`config.mk`:
```
export PLATFORM = sky130hd
export DESIGN_NAME = score_submit_arbiter
export DESIGN_NICKNAME = d
export VERILOG_FILES = /design/src/rtl/score_pkg.sv /design/src/rtl/score_submit_arbiter_rr_arbiter.sv /design/src/rtl/score_submit_arbiter.sv
export SDC_FILE = /design/constraint.sdc
export NUM_CORES = 1
export LEC_CHECK = 0
export ABC_AREA = 1
export ABC_CLOCK_PERIOD_IN_PS = 2900
export CAP_MARGIN = 20
export CORE_AREA = 3 3 76 78
export DETAILED_ROUTE_END_ITERATION = 8
export DIE_AREA = 0 0 79 81
export GPL_ROUTABILITY_DRIVEN = 0
export PLACE_DENSITY = 0.74
export REMOVE_ABC_BUFFERS = 1
export SLEW_MARGIN = 10
export SYNTH_ARGS = -nofsm -noshare
export SYNTH_HDL_FRONTEND = slang
export SYNTH_HIERARCHICAL = 1
export SYNTH_SLANG_ARGS = --single-unit
```
`constraint.sdc`:
```
create_clock -name Clk -period 2.9 [get_ports Clk]
set_input_delay 0.58 -clock Clk [delete_from_list [all_inputs] [get_ports Clk]]
set_output_delay 0.58 -clock Clk [all_outputs]
set_load 0.01 [all_outputs]
```
`src/rtl/score_pkg.sv`:
```
// Shared constants and FSM encoding for the high-score submission path.
package score_pkg;

   localparam int SCORE_WIDTH = 7;
   localparam int PID_W       = 3;
   localparam int MAX_PLAYERS = 7;
   localparam int RAM_LATENCY = 3;

   typedef enum logic [1:0] {
      ST_IDLE  = 2'd0,
      ST_ISSUE = 2'd1,
      ST_WAIT  = 2'd2,
      ST_ACK   = 2'd3
   } arb_state_e;

endpackage

```
`src/rtl/score_submit_arbiter_rr_arbiter.sv`:
```
// Combinational round-robin pick: first set request at or after ptr, ascending, wrapping.
module rr_arbiter
   import score_pkg::*;
#(
   parameter int N = 5
) (
   input  logic [N-1:0]     req,
   input  logic [PID_W-1:0] ptr,
   output logic [N-1:0]     grant,
   output logic [PID_W-1:0] id,
   output logic             valid
);

   localparam int IDX_W = (N > 1) ? $clog2(N) : 1;

   always_comb begin
      int               sum;
      logic [IDX_W-1:0] idx;
      grant = '0;
      id    = '0;
      valid = 1'b0;
      sum   = 0;
      idx   = '0;
      for (int k = 0; k < N; k++) begin
         sum = int'(ptr) + k;
         if (sum >= N) sum = sum - N;
         idx = IDX_W'(sum);
         if (!valid && req[idx]) begin
            valid      = 1'b1;
            grant[idx] = 1'b1;
            id         = PID_W'(sum);
         end
      end
   end

endmodule

```
`src/rtl/score_submit_arbiter.sv`:
```
// Shares the single score-RAM port among N_PLAYERS stations: round-robin grant,
// hold ID/score through the RAM update, then a one-cycle ack to the winner.
module score_submit_arbiter
   import score_pkg::*;
#(
   parameter int N_PLAYERS = 5,
   parameter int SCORE_W   = SCORE_WIDTH,
   parameter int RAM_LAT   = RAM_LATENCY
) (
   input  logic                         Clk,
   input  logic                         Reset,
   input  logic [N_PLAYERS-1:0]         req,
   input  logic [N_PLAYERS*SCORE_W-1:0] score_in,
   output logic [N_PLAYERS-1:0]         ack,
   output logic                         ram_enable,
   output logic [PID_W-1:0]             ram_player_id,
   output logic [SCORE_W-1:0]           ram_score,
   output logic                         busy,
   output logic [PID_W-1:0]             grant_id
);

   localparam int CNT_W = $clog2(RAM_LAT + 1);

   arb_state_e             state_q, state_d;
   logic [PID_W-1:0]       id_q, id_d;
   logic [SCORE_W-1:0]     score_q, score_d;
   logic [PID_W-1:0]       rr_ptr_q, rr_ptr_d;
   logic [CNT_W-1:0]       cnt_q, cnt_d;

   logic [N_PLAYERS-1:0]         win_grant;
   logic [PID_W-1:0]             win_id;
   logic                         win_valid;
   logic [SCORE_W-1:0]           win_score;
   logic [N_PLAYERS*SCORE_W-1:0] score_masked;

   rr_arbiter #(.N(N_PLAYERS)) u_rr_arbiter (
      .req   (req),
      .ptr   (rr_ptr_q),
      .grant (win_grant),
      .id    (win_id),
      .valid (win_valid)
   );

   // One-hot grant selects the winner's score slice; ack follows the serviced ID.
   for (genvar gi = 0; gi < N_PLAYERS; gi++) begin : g_player
      assign score_masked[gi*SCORE_W +: SCORE_W] =
         score_in[gi*SCORE_W +: SCORE_W] & {SCORE_W{win_grant[gi]}};
      assign ack[gi] = (state_q == ST_ACK) && (id_q == PID_W'(gi));
   end

   always_comb begin
      win_score = '0;
      for (int k = 0; k < N_PLAYERS; k++) begin
         win_score = win_score | score_masked[k*SCORE_W +: SCORE_W];
      end
   end

   always_comb begin
      state_d  = state_q;
      id_d     = id_q;
      score_d  = score_q;
      rr_ptr_d = rr_ptr_q;
      cnt_d    = cnt_q;
      case (state_q)
         ST_IDLE: begin
            if (win_valid) begin
               id_d    = win_id;
               score_d = win_score;
               state_d = ST_ISSUE;
            end
         end
         // WAIT spans RAM_LAT+1 cycles so ack lands RAM_LAT+2 cycles after enable.
         ST_ISSUE: begin
            cnt_d   = CNT_W'(RAM_LAT);
            state_d = ST_WAIT;
         end
         ST_WAIT: begin
            if (cnt_q == '0) state_d = ST_ACK;
            else             cnt_d   = cnt_q - 1'b1;
         end
         ST_ACK: begin
            rr_ptr_d = (id_q == PID_W'(N_PLAYERS - 1)) ? '0 : id_q + 1'b1;
            state_d  = ST_IDLE;
         end
         default: state_d = ST_IDLE;
      endcase
   end

   always_ff @(posedge Clk) begin
      if (!Reset) begin
         state_q  <= ST_IDLE;
         id_q     <= '0;
         score_q  <= '0;
         rr_ptr_q <= '0;
         cnt_q    <= '0;
      end else begin
         state_q  <= state_d;
         id_q     <= id_d;
         score_q  <= score_d;
         rr_ptr_q <= rr_ptr_d;
         cnt_q    <= cnt_d;
      end
   end

   assign ram_enable    = (state_q == ST_ISSUE);
   assign busy          = (state_q != ST_IDLE);
   assign ram_player_id = id_q;
   assign grant_id      = id_q;
   assign ram_score     = score_q;

endmodule

```
==> results of run 1 <==
[cells in the mapped netlist (all sizes together)]
library cell and count:
o21ai 19, ha 20, o211ai 2, o21a 1
a21oi 24, dfxtp 17, nor2 42, buf 10
nand3 45, xor2 2, a21boi 1, fa 1
inv 51, xnor2 1, nand3b 5, nand2 146
nand4 8, nor3 5
[path summary, 6_finish.rpt]
check / startpoint / end / slack, ns / depth (start not counted)
max reg2reg: rr_ptr_q[1] / ram_score[6] / 0.11 / 18
min: ram_score[0] / ram_score[0] / 0.52 / 4
min reg2reg: ram_score[0] / ram_score[0] / 0.52 / 4
max: rr_ptr_q[1] / ram_score[6] / 0.11 / 18
[kinds of logic after synthesis]
| family | Yosys count |
|---|---|
| buffers and inverters | 61 |
| and+or+nand+nor | 251 |
| DFF | 17 |
| xor gates and xnor gates | 3 |
| AOI/OAI and AO/OA | 47 |
| adders and majority gates | 21 |
[layout make-up]
class,instances,area [um^2],share of cell area (%)
timing repair buffer,81,772.0,23.11
tap,70,87.58,2.622
clock inverter,1,7.507,0.2247
multi-input combinational,323,1894,56.70
inverter,51,193.9,5.805
clock buffer,3,41.29,1.236
sequential,17,344.1,10.30
[through the flow]
stage                     hold slack (ns)  worst slack [ns]  util [%]  power, W
after floorplan                    0.4928            0.1087         -  0.001839
after global placement             0.5051           0.02605     59.20  0.002497
after detailed placement           0.5076          -0.01505     59.20  0.002537
after CTS                          0.5206           0.01098     60.22  0.002739
after global routing               0.5660           -0.1593     65.00  0.003382
final                              0.5164            0.1135     65.00  0.003048
[registers in the layout (all words and copies together), names as in the netlist]
signal     flops
cnt_q          2
ram_score      7
grant_id       3
state_q        2
rr_ptr_q       3
[critical path: cells and delay by family (launching register included)]
family | cells | cell delay (ns)
and+or+nand+nor | 13 | 1.60
AOI/OAI and AO/OA | 2 | 0.26
buffers and inverters | 2 | 0.21
adders and majority gates | 1 | 0.21
DFF | 1 | 0.41
[report_power, final]
part           switching, W  internal [W]  total [W]
combinational       0.00150      0.000966    0.00247
sequential        0.0000658      0.000322   0.000388
clock             0.0000921     0.0000967   0.000189
total               0.00166       0.00139    0.00305
[metal layers]
metal | global-route usage (%) | share of wire, % | up-vias | routed length, um
met5 | 0 | 0 | - | 0
met4 | 7.560 | 1.6 | 0 | 113
met3 | 2.439 | 6.3 | 10 | 445
met2 | 36.70 | 49 | 92 | 3455
met1 | 28.90 | 44 | 1267 | 3101
li1 | - | - | 1431 | -
[timing repair]
| action | in CTS | in global routing |
|---|---|---|
| pin swaps | 0 | 23 |
| gates resized for setup | 3 | 56 |
| cloned | 0 | 1 |
| hold buffers | 0 | 0 |
| buffers inserted | 0 | 5 |
| setup endpoints to repair | 9 | 12 |
==> impl_metrics.env, run 1 <==
export IMPL_status="completed"
export IMPL_drive_gt1_share_pct=19.54
export IMPL_ys_seq_area_share_pct=14.68
export IMPL_drc=0
export IMPL_ctsHtreeMaxLevel=1
export IMPL_ant_nets=0
export IMPL_via_per_inst=5.128
export IMPL_post_drt_wl_per_cell_um=13.03
export IMPL_die_h_um=81
export IMPL_arrival_ns=2.97
export IMPL_cp_max_fo=8
export IMPL_cpMostUsedCell="nand2_1"
export IMPL_post_dp_hpwl_um=5473
export IMPL_required_ns=3.08
export IMPL_core_area_um2=5140
export IMPL_maxCapViolations=0
export IMPL_grt_use_total_pct=21.79
export IMPL_cts_sinks=17
export IMPL_cts_tree="done"
export IMPL_synth_xor_area_share_pct=1.457
export IMPL_grt_max_degree=21
export IMPL_clock_tree_root_cell="clkbuf_8"
export IMPL_clk_pin_slew_ns=0.08
export IMPL_synthTopCellsByArea="nand2_1 (22%), dfxtp_1 (15%), ha_1 (11%)"
export IMPL_powerDensity_nw_per_um2=912.4
export IMPL_hp_class="reg -> reg"
export IMPL_final_cell_mix="nand2_1 (125), clkdlybuf4s50_1 (61), inv_1 (43)"
export IMPL_grt_pass1_vias=2592
export IMPL_hold_violations=0
export IMPL_synthAdderAreaFrac_pct=11.66
export IMPL_fill_cells=514
export IMPL_grt_pass1_wl_um=11580
export IMPL_slowest_delay_ns=0.41
export IMPL_firstDrtPassIters=4
export IMPL_yosysWarnings=6
export IMPL_layout_commonest_cell="nand2_1"
export IMPL_ctsLongestPathBuffers=2
export IMPL_postRouteWirelength_um=7116
export IMPL_finish_instance_area_um2=3341
export IMPL_diodes=0
export IMPL_synth_top_area_cell="nand2_1"
export IMPL_post_route_min_period_ns=2.787
export IMPL_synthSimpleGateAreaFrac_pct=49.16
export IMPL_finalNetCount=540
export IMPL_synth_compound_area_share_pct=11.06
export IMPL_synth_top_family_by_area="simple AND/OR/NAND/NOR gates"
export IMPL_fin_skew_ns=0.002826
export IMPL_syn_inst=400
export IMPL_numPortBuffers=61
export IMPL_cts_buffers=3
export IMPL_synth_area_um2=2318
export IMPL_peakVddDrop_mv=0.4627
export IMPL_antenna_found_initial=0
export IMPL_cp_start_kind="register"
export IMPL_dieArea_um2=6399
export IMPL_drt_iter0_drc=165
export IMPL_dpl_cell_area_um2=3043
export IMPL_avgSynthCellArea_um2=5.796
export IMPL_dp_cells=536
export IMPL_overflow=0
export IMPL_timing_fmax_mhz=358.9
export IMPL_initial_utilization_pct=45.11
export IMPL_criticalPathCategory="reg -> reg"
export IMPL_setup_tns_ns=0
export IMPL_slowest_stage="dfxtp_2"
export IMPL_synth_mux_area_share_pct=0
export IMPL_synth_cell_types=30
export IMPL_syn2layout_area_growth_pct=44.09
export IMPL_cp_end_kind="register"
export IMPL_cp_cell_sequence="inv_4, buf_4, ha_1, nand2_2, nand2_4, nand2_1, o21ai_4, nor2_1, nand2_2, nand3_4, nand3_2, nor2_4, nand3_1, nand3_4, nand2_1, nand2_1, nor2_1, a21oi_1"
export IMPL_synth_top_area_share_pct=21.69
export IMPL_die_x_um=79
export IMPL_setup_viol=0
export IMPL_clock_latency_ns=0.25
export IMPL_num_rows=26
export IMPL_instances_no_fill=546
export IMPL_ys_ff_latch=17
export IMPL_design_portCount=62
export IMPL_vias=2800
export IMPL_worst_pin_slew_ns=0.5972
export IMPL_drv_slew=0
export IMPL_timing_final_crit_share_pct=96.09
export IMPL_max_slew_margin_rel_pct=60.06
export IMPL_power_leakage_nw=1.613
Power figures use the tool's default switching activity.
==> run 2, diff against run 1 <==
--- a/config.mk
+++ b/config.mk
@@ -12,6 +12,7 @@
 export DETAILED_ROUTE_END_ITERATION = 8
 export DIE_AREA = 0 0 79 81
 export GPL_ROUTABILITY_DRIVEN = 0
+export MAX_ROUTING_LAYER = met4
 export PLACE_DENSITY = 0.74
 export REMOVE_ABC_BUFFERS = 1
 export SLEW_MARGIN = 10
==> impl_metrics.env, run 2 (synthesis results as in run 1) <==
export IMPL_cts_buffers=3
export IMPL_numPortBuffers=61
export IMPL_clock_tree_root_cell="clkbuf_8"
export IMPL_startpoint="rr_ptr_q[1]"
export IMPL_power_w=0.003048
export IMPL_power_leakage_nw=1.613
export IMPL_slowest_stage="dfxtp_2"
export IMPL_setup_viol=0
export IMPL_post_drt_wl_per_cell_um=13.03
export IMPL_fin_hold_ws_ns=0.5166
export IMPL_antenna_found_initial=0
export IMPL_cts_sinks=17
export IMPL_cts_tree="done"
export IMPL_ctsHtreeMaxLevel=1
export IMPL_cp_start_kind="register"
export IMPL_syn2layout_area_growth_pct=44.09
export IMPL_cp_max_fo=7
export IMPL_r2r_start="rr_ptr_q[1]"
export IMPL_timing_fmax_mhz=358.7
export IMPL_ctsLongestPathBuffers=2
export IMPL_hold_violations=0
export IMPL_dp_slack_ns=-0.01505
export IMPL_post_route_min_period_ns=2.788
export IMPL_grt_pass1_wl_um=11580
export IMPL_clk_pin_slew_ns=0.08
export IMPL_worst_pin_slew_ns=0.6286
export IMPL_criticalPathCategory="reg -> reg"
export IMPL_hp_class="reg -> reg"
export IMPL_final_cell_mix="nand2_1 (125), clkdlybuf4s50_1 (61), inv_1 (43)"
export IMPL_dieArea_um2=6399
export IMPL_layout_commonest_cell="nand2_1"
export IMPL_instances_no_fill=546
export IMPL_drive_gt1_share_pct=19.54
export IMPL_grt_max_degree=21
export IMPL_grt_use_total_pct=22.41
export IMPL_fin_skew_ns=0.002193
export IMPL_firstDrtPassIters=6
export IMPL_clock_latency_ns=0.25
export IMPL_initial_utilization_pct=45.11
export IMPL_vias=2801
export IMPL_largest_reg_flops=7
export IMPL_busiest_layer="met2"
export IMPL_maxCapViolations=0
export IMPL_peakVddDrop_mv=0.4574
export IMPL_use_met2_pct=36.70
export IMPL_ant_nets=0
export IMPL_required_ns=3.08
export IMPL_die_h_um=81
export IMPL_grt_util_met3_pct=2.439
export IMPL_overflow=0
export IMPL_grt_pass1_vias=2597
export IMPL_slowest_delay_ns=0.41
export IMPL_finalNetCount=540
export IMPL_status="completed"
export IMPL_core_area_um2=5140
export IMPL_drv_slew=0
export IMPL_via_per_inst=5.130
export IMPL_postRouteWirelength_um=7114
export IMPL_hold_buffers=0
export IMPL_fill_cells=514
export IMPL_min_delay_start="ram_score[0]"
export IMPL_die_x_um=79
export IMPL_post_dp_hpwl_um=5473
export IMPL_num_rows=26
export IMPL_drt_iter0_drc=159
export IMPL_cp_cell_sequence="ha_4, inv_2, fa_2, inv_2, nand2_4, nand2_2, o21ai_1, nor2_1, nand3b_1, nand3_2, nand3_2, nor2_4, nand3_1, nand3_4, nand2_1, nand2_1, nor2_1, a21oi_1"
export IMPL_arrival_ns=2.97
export IMPL_setup_slack_ns=0.1119
export IMPL_max_slew_margin_rel_pct=57.96
export IMPL_powerDensity_nw_per_um2=912.3
export IMPL_design_portCount=62
export IMPL_diodes=0
export IMPL_cp_end_kind="register"
export IMPL_timing_final_crit_share_pct=96.14
export IMPL_dp_cells=536
export IMPL_met1_usage_pct=28.90
export IMPL_drc=0
-- run 2: cell counts in the layout (fill, tap and decap cells not counted) --
Identical to the previous run, type by type.
-- run 2: layer usage --
metal	vias up	share of wire, %
li1	1430	-
met1	1260	44
met2	99	49
met3	12	5.9
met4	0	1.3
met5	-	0
-- run 2: layout make-up --
class	instances	area, um^2	area share [%]
clock buffers	3	41.29	1.236
clock inverters	1	7.507	0.2247
inverters	51	193.9	5.805
multi-input cells	323	1894	56.70
flip-flops and latches	17	344.1	10.30
well taps	70	87.58	2.622
repair buffers	81	772.0	23.11
-- run 2: worst paths after layout --
path | end | slack (ns) | cells past startpoint
hold reg to reg | ram_score[0] | 0.52 | 4
setup reg to reg | ram_score[6] | 0.11 | 18
hold / removal | ram_score[0] | 0.52 | 4
setup / recovery | ram_score[6] | 0.11 | 18
-- run 2: report_power, final --
part	leakage (nW)	switching [W]	internal, W	total (W)
Sequential	0.142	0.0000661	0.000322	0.000388
Clock	0.0217	0.0000929	0.0000967	0.000190
Combinational	1.45	0.00150	0.000967	0.00247
-- run 2: repair_timing --
| item | 4_1_cts | 5_1_grt |
|---|---|---|
| resized for setup | 3 | 56 |
| pin swaps | 0 | 23 |
| endpoints found under the setup margin | 9 | 12 |
| cloned | 0 | 1 |
| setup buffers | 0 | 5 |
-- run 2: stage by stage --
step | setup TNS (ns) | instance area, um^2 | utilization (%)
final | 0 | 3341 | 65.00
after global routing | -0.6003 | 3341 | 65.00
after CTS | 0 | 3095 | 60.22
after floorplan | 0 | 2232 | -
after global placement | 0 | 3043 | 59.20
after detailed placement | -0.01505 | 3043 | 59.20
-- run 2: worst max-delay path, delay by kind of cell (launching register included) --
| kind | cells | cell delay, ns |
|---|---|---|
| buffers and inverters | 2 | 0.13 |
| AND/OR/NAND/NOR | 12 | 1.41 |
| adder cells (fa/ha/maj) | 2 | 0.54 |
| flip-flops | 1 | 0.41 |
| AO/OA/AOI/OAI | 2 | 0.21 |
